<file path="src/rtl/reg_writeback_queue.sv">
// In-order write-back queue feeding the register file write port.
// Accepts up to two results per cycle (load first, then ALU), retires one per cycle, flags RAW hazards.
module reg_writeback_queue #(
    parameter int DEPTH  = 4,
    parameter int DATA_W = 32,
    parameter int ADDR_W = 5
) (
    input  logic                      Clk,
    input  logic                      Reset,
    input  logic                      MemValid,
    input  logic [ADDR_W-1:0]         MemReg,
    input  logic [DATA_W-1:0]         MemData,
    input  logic                      AluValid,
    input  logic [ADDR_W-1:0]         AluReg,
    input  logic [DATA_W-1:0]         AluData,
    input  logic [ADDR_W-1:0]         ReadReg1,
    input  logic [ADDR_W-1:0]         ReadReg2,
    output logic                      Stall,
    output logic                      Hazard1,
    output logic                      Hazard2,
    output logic                      RegWrite,
    output logic [ADDR_W-1:0]         WriteReg,
    output logic [DATA_W-1:0]         WriteData,
    output logic [$clog2(DEPTH):0]    Count
);

    localparam int PTR_W = $clog2(DEPTH);
    localparam int CNT_W = PTR_W + 1;

    typedef enum logic [1:0] {
        ST_EMPTY,
        ST_ACTIVE,
        ST_STALLED
    } state_t;

    logic [ADDR_W-1:0] reg_mem  [DEPTH];
    logic [DATA_W-1:0] data_mem [DEPTH];

    logic [PTR_W-1:0]  wr_ptr_reg, wr_ptr_next;
    logic [PTR_W-1:0]  rd_ptr_reg, rd_ptr_next;
    logic [CNT_W-1:0]  count_reg, count_next;
    logic [CNT_W-1:0]  push_cnt;
    logic [PTR_W-1:0]  alu_slot;
    logic              mem_push, alu_push, pop, stall;

    logic              regwrite_reg;
    logic [ADDR_W-1:0] writereg_reg;
    logic [DATA_W-1:0] writedata_reg;

    state_t            state_reg, state_next;

    logic [DEPTH-1:0]  ent_valid, hit1, hit2;

    // Count never passes DEPTH-1: pushes are only taken at DEPTH-2 or below, and a
    // non-empty queue always pops on the same edge.
    assign stall    = count_reg >= CNT_W'(DEPTH - 1);
    assign mem_push = MemValid && (MemReg != '0) && !stall;
    assign alu_push = AluValid && (AluReg != '0) && !stall;
    assign pop      = count_reg != '0;
    assign push_cnt = CNT_W'(mem_push) + CNT_W'(alu_push);

    assign count_next  = count_reg + push_cnt - CNT_W'(pop);
    assign alu_slot    = mem_push ? (wr_ptr_reg + PTR_W'(1)) : wr_ptr_reg;
    assign wr_ptr_next = wr_ptr_reg + PTR_W'(push_cnt);
    assign rd_ptr_next = rd_ptr_reg + PTR_W'(pop);

    always_ff @(posedge Clk) begin
        if (Reset) begin
            wr_ptr_reg <= '0;
            rd_ptr_reg <= '0;
            count_reg  <= '0;
        end else begin
            wr_ptr_reg <= wr_ptr_next;
            rd_ptr_reg <= rd_ptr_next;
            count_reg  <= count_next;
        end
    end

    // Storage needs no reset; occupancy is tracked entirely by the pointers and count.
    always_ff @(posedge Clk) begin
        if (!Reset) begin
            if (mem_push) begin
                reg_mem[wr_ptr_reg]  <= MemReg;
                data_mem[wr_ptr_reg] <= MemData;
            end
            if (alu_push) begin
                reg_mem[alu_slot]  <= AluReg;
                data_mem[alu_slot] <= AluData;
            end
        end
    end

    always_ff @(posedge Clk) begin
        if (Reset) begin
            regwrite_reg  <= 1'b0;
            writereg_reg  <= '0;
            writedata_reg <= '0;
        end else if (pop) begin
            regwrite_reg  <= 1'b1;
            writereg_reg  <= reg_mem[rd_ptr_reg];
            writedata_reg <= data_mem[rd_ptr_reg];
        end else begin
            regwrite_reg  <= 1'b0;
        end
    end

    // An entry is live when its distance from the head is below the occupancy.
    generate
        for (genvar gi = 0; gi < DEPTH; gi++) begin : g_ent
            logic [PTR_W-1:0] offset;
            assign offset        = PTR_W'(gi) - rd_ptr_reg;
            assign ent_valid[gi] = CNT_W'(offset) < count_reg;
            assign hit1[gi]      = ent_valid[gi] && (reg_mem[gi] == ReadReg1);
            assign hit2[gi]      = ent_valid[gi] && (reg_mem[gi] == ReadReg2);
        end
    endgenerate

    assign Hazard1 = (ReadReg1 != '0) &&
                     ((|hit1) || (regwrite_reg && (writereg_reg == ReadReg1)));
    assign Hazard2 = (ReadReg2 != '0) &&
                     ((|hit2) || (regwrite_reg && (writereg_reg == ReadReg2)));

    always_ff @(posedge Clk) begin
        if (Reset) begin
            state_reg <= ST_EMPTY;
        end else begin
            state_reg <= state_next;
        end
    end

    always_comb begin
        state_next = state_reg;
        case (state_reg)
            ST_EMPTY: begin
                if (push_cnt != '0) begin
                    state_next = ST_ACTIVE;
                end
            end
            ST_ACTIVE: begin
                if (count_next == '0) begin
                    state_next = ST_EMPTY;
                end else if (count_next >= CNT_W'(DEPTH - 1)) begin
                    state_next = ST_STALLED;
                end
            end
            ST_STALLED: begin
                if (count_next < CNT_W'(DEPTH - 1)) begin
                    state_next = ST_ACTIVE;
                end
            end
            default: state_next = ST_EMPTY;
        endcase
    end

    assign Stall     = stall;
    assign RegWrite  = regwrite_reg;
    assign WriteReg  = writereg_reg;
    assign WriteData = writedata_reg;
    assign Count     = count_reg;

endmodule
</file>
<file path="config.mk">
export PLATFORM = sky130hd
export DESIGN_NAME = reg_writeback_queue
export DESIGN_NICKNAME = d
export VERILOG_FILES = /design/src/rtl/reg_writeback_queue.sv
export SDC_FILE = /design/constraint.sdc
export NUM_CORES = 1
export LEC_CHECK = 0
export BUFFER_PORTS_ARGS = -buffer_cell sky130_fd_sc_hd__buf_2
export CAP_MARGIN = 10
export CORE_ASPECT_RATIO = 0.6
export CORE_UTILIZATION = 46
export CTS_CLUSTER_DIAMETER = 80
export DETAILED_ROUTE_END_ITERATION = 10
export HOLD_SLACK_MARGIN = 0.05
export PLACE_DENSITY = 0.66
export SLEW_MARGIN = 30
export SYNTH_ARGS = -nofsm -noshare
export SYNTH_HDL_FRONTEND = slang
export SYNTH_SLANG_ARGS = --single-unit
</file>
<file path="constraint.sdc">
create_clock -name Clk -period 4.4 [get_ports Clk]
set_clock_uncertainty 0.15 [all_clocks]
set_input_delay 0.22 -clock Clk [delete_from_list [all_inputs] [get_ports Clk]]
set_output_delay 0.22 -clock Clk [all_outputs]
set_load 0.02 [all_outputs]
</file>
==> metrics.md <==
| Metric | Value |
|---|---|
| Vias in the first global route | `~6800` |
| R2R depth | `7` |
| Number of synthesized flops with an enable pin | `about 150` |
| DRT iter0 DRCs | `410` |
| Dpl cell area | `10700 µm²` |
| Max Transition Viols Final | `0` |
| Filler cells | `1628` |
| Layout area overhead | `26.5%` |
| Routed WL | `24700 µm` |
| CTS tree | `yes` |
| Area leader, netlist | `edfxtp_1` |
| Die H | `115 µm` |
| Outcome | `completed` |
| Final Core Density | `0.605` |
| Critical path type | `in -> reg` |
| Worst-path clk slew | `0.07 ns` |
| R2R setup slack | `0.72 ns` |
| Largest net degree at the start of global routing | `40` |
| NetSw | `2.41 mW` |
| HPWL Detailed | `15400 µm` |
| Clk pwr share | `0.222` |
| Pwr dens | `between 500 and 600 nW/µm²` |
| Largest register FFs | `128` |
| Dpl cells | `1057` |
| First-pass GRT wire length | `38500 µm` |
| Combinational group share of total power | `0.382` |
| Core Area | `20400 µm²` |
| Worst vdd ir | `between 300 and 400 µV` |
| Final ANT Viol Nets | `0` |
| Via Count | `6586` |
| Setup_tns | `0 ns` |
| Switching share of power | `0.353` |
| CP required | `4.43 ns` |
| Clk buf depth | `2` |
| Residual DRC | `0` |
| Worst Hold End | `reg_mem[1][1]` |
| CTS Sinks | `193` |
| Ranking of synthesized cells by area | `edfxtp_1 (45%), mux2_2 (14%), dfxtp_1 (9.2%), mux4_2 (8.5%), xor2_1 (3.3%)` |
| Worst Hold Launch | `MemReg[1]` |
| Most used cell, CP | `dlygate4sd3_1` |
| Crit. End Element | `register` |
| CP max stage delay | `0.59 ns` |
| Initial Utilization | `0.478` |
| Average cell area after synthesis | `between 10 and 15 µm²` |
| # IOs | `around 130` |
| # Max-Cap Violations | `0` |
| Final setup viols | `0` |
| Non-Filler Instances | `between 1000 and 1500` |
| Clock latency on the worst-skew pair | `0.44 ns` |
| Routability congestion estimate | `between 0.9 and 1` |
| Port Buffers | `131` |
| Fraction of registers with async set/reset | `0` |
| Reg with most FFs | `data_mem` |
| Worst-Margin Slew | `around 0.73 ns` |
| Setup bufs post-CTS | `0` |
| Grt total ovfl | `0` |
| H-tree Lvls | `4` |
| Root Buffer | `clkbuf_16` |
| Layout cells sized above 1 | `0.386` |
| Leak Pwr | `4.61 nW` |
| Max-Slew Margin vs Limit | `0.512` |
| Critical path arrival | `3.92 ns` |
| Sequential share of power | `0.395` |
| Drt wl/cell | `20.5 µm` |
| Reg2reg start | `Count[2]` |
| Fmax | `0.258 GHz` |
| GRT Overall Usage | `0.235` |
| Row cnt | `40` |
| Cell Int Power | `4.43 mW` |
| Post-synth top flop | `edfxtp_1` |
| Nets@finish | `1017` |
| Post-route minimum period | `3.88 ns` |
| Die area | `21800 µm²` |
| DRT Pass-1 Iters | `5` |
| Post-synthesis cell type count | `40` |
| Die Wd | `190 µm` |
| Routed vias/inst | `5.48` |
| R2r endpoint | `data_mem[2][2]` |
| Final hold violations | `0` |
| Synth top area share | `0.455` |
| Syn Nets | `791` |
| Initial antenna violation count | `3` |
| Fin area | `12400 µm²` |
| Hold/Removal Path Class | `in -> reg` |
| Synth Cell Area | `9770 µm²` |
| Fin crit share | `0.883` |
| CP max stage cell | `buf_4` |
| RSZ-0062 raised after global routing | `false` |
| Synth warnings | `0` |
| Crit Path Max Fanout | `37` |
| Crit path launch type | `input pin` |
| Yosys reg bits | `approximately 190` |
| TritonCTS Buffers | `17` |
| Critical-path cell list | `dlygate4sd3_1 -> buf_2 -> or4_4 -> o211ai_4 -> xnor2_1 -> nor3b_4 -> buf_4 -> mux2_2 -> dlygate4sd3_1` |
| Hold path depth | `2` |
| Syn Inst Count | `688` |
| Sequential fraction of the synthesis area | `0.547` |
-- metal layers --
| metal | part of all wire | vias to the layer above | global-route usage |
|---|---|---|---|
| met3 | 0.065 | 19 | 0.0485 |
| met5 | 0.00041 | - | 0 |
| met2 | 0.46 | 224 | 0.378 |
| met4 | 0.0077 | 2 | 0.0528 |
| li1 | - | 3029 | - |
| met1 | 0.46 | 3312 | 0.332 |
-- how the worst max path moves through the flow --
| stage | endpoint | from | slack (ns) | depth (start not counted) |
|---|---|---|---|---|
| 6_report | data_mem[2][2] | MemReg[0] | 0.52 | 9 |
| 5_1_grt | data_mem[1][6] | MemReg[0] | 0.41 | 9 |
| 4_1_cts | data_mem[1][6] | MemReg[0] | 0.55 | 9 |
| 3_5_place_dp | data_mem[1][4] | MemReg[0] | 1.17 | 7 |
| 3_3_place_gp | data_mem[2][0] | MemReg[0] | 1.28 | 7 |
| 2_1_floorplan | data_mem[0][0] | MemReg[0] | 1.19 | 7 |
-- cells in the mapped netlist, types with 7 or more instances --
library cell,instances
dfxtp_1,45
buf_1,7
inv_1,14
edfxtp_1,148
xnor2_1,20
nor3_1,7
mux2_4,9
mux4_2,37
a21oi_1,39
buf_6,8
clkbuf_1,26
nand2_1,78
mux2_1,20
xor2_1,37
ha_1,14
mux2_2,119
nor2_1,9
-- critical path, delay by kind of cell --
family,cells,cell delay [ns]
buffers and inverters,4,1.85
and+or+nand+nor,2,0.87
muxes,1,0.41
xor gates and xnor gates,1,0.32
AOI/OAI and AO/OA,1,0.25
-- cell usage in the layout (no fill, tap or decap), types with 6 or more instances in the layout --
| cell | count |
|---|---|
| xnor2_1 | 20 |
| inv_1 | 13 |
| nor3_1 | 6 |
| ha_1 | 14 |
| edfxtp_1 | 148 |
| nand2_1 | 76 |
| dfxtp_1 | 43 |
| a21oi_1 | 39 |
| buf_2 | 131 |
| xor2_1 | 37 |
| mux4_2 | 37 |
| nor2_1 | 9 |
| mux2_1 | 20 |
| buf_4 | 13 |
| mux2_2 | 119 |
| clkbuf_16 | 17 |
| mux2_4 | 9 |
| nand4_1 | 6 |
| dlygate4sd3_1 | 111 |
-- logic make-up after synthesis --
group,after synthesis,share of synthesized area
xor gates and xnor gates,57,0.0511
DFF,193,0.547
AOI/OAI and AO/OA,52,0.0311
and+or+nand+nor,122,0.0576
adders and majority gates,15,0.0200
muxes,186,0.261
buffers and inverters,63,0.0324
-- power by group through the flow --
stage | sequential [mW] | clock [mW] | combinational (mW)
2_1_floorplan | 2.87 | 0 | 1.60
3_3_place_gp | 2.72 | 0 | 2.48
3_5_place_dp | 2.75 | 0 | 2.52
4_1_cts | 2.71 | 1.55 | 2.65
5_1_grt | 2.75 | 1.61 | 2.85
6_report | 2.70 | 1.52 | 2.62
-- stage by stage --
stage	hold WS, ns	power, mW	setup WS, ns
finish	0.0733	6.84	0.517
CTS	0.0544	6.90	0.554
detailed placement	0.291	5.27	1.17
global route	0.0596	7.22	0.407
global placement	0.285	5.21	1.28
floorplan	0.271	4.47	1.19
-- area by class of cell --
class	count	area [µm²]	share of cell area
Antenna cell	2	5.00	0.000405
Clock buffer	19	453	0.0366
Clock inverter	13	128	0.0103
Inverter	14	52.6	0.00425
Multi-Input combinational cell	432	4150	0.335
Sequential cell	193	5350	0.433
Tap cell	273	342	0.0276
Timing Repair Buffer	256	1880	0.152
-- timing repair --
| action | in CTS | in global routing |
|---|---|---|
| resized for setup | 0 | 0 |
| endpoints found under the hold margin | 158 | 0 |
| hold buffers | 111 | 0 |
Note: power is estimated with default switching activity, not from simulation.
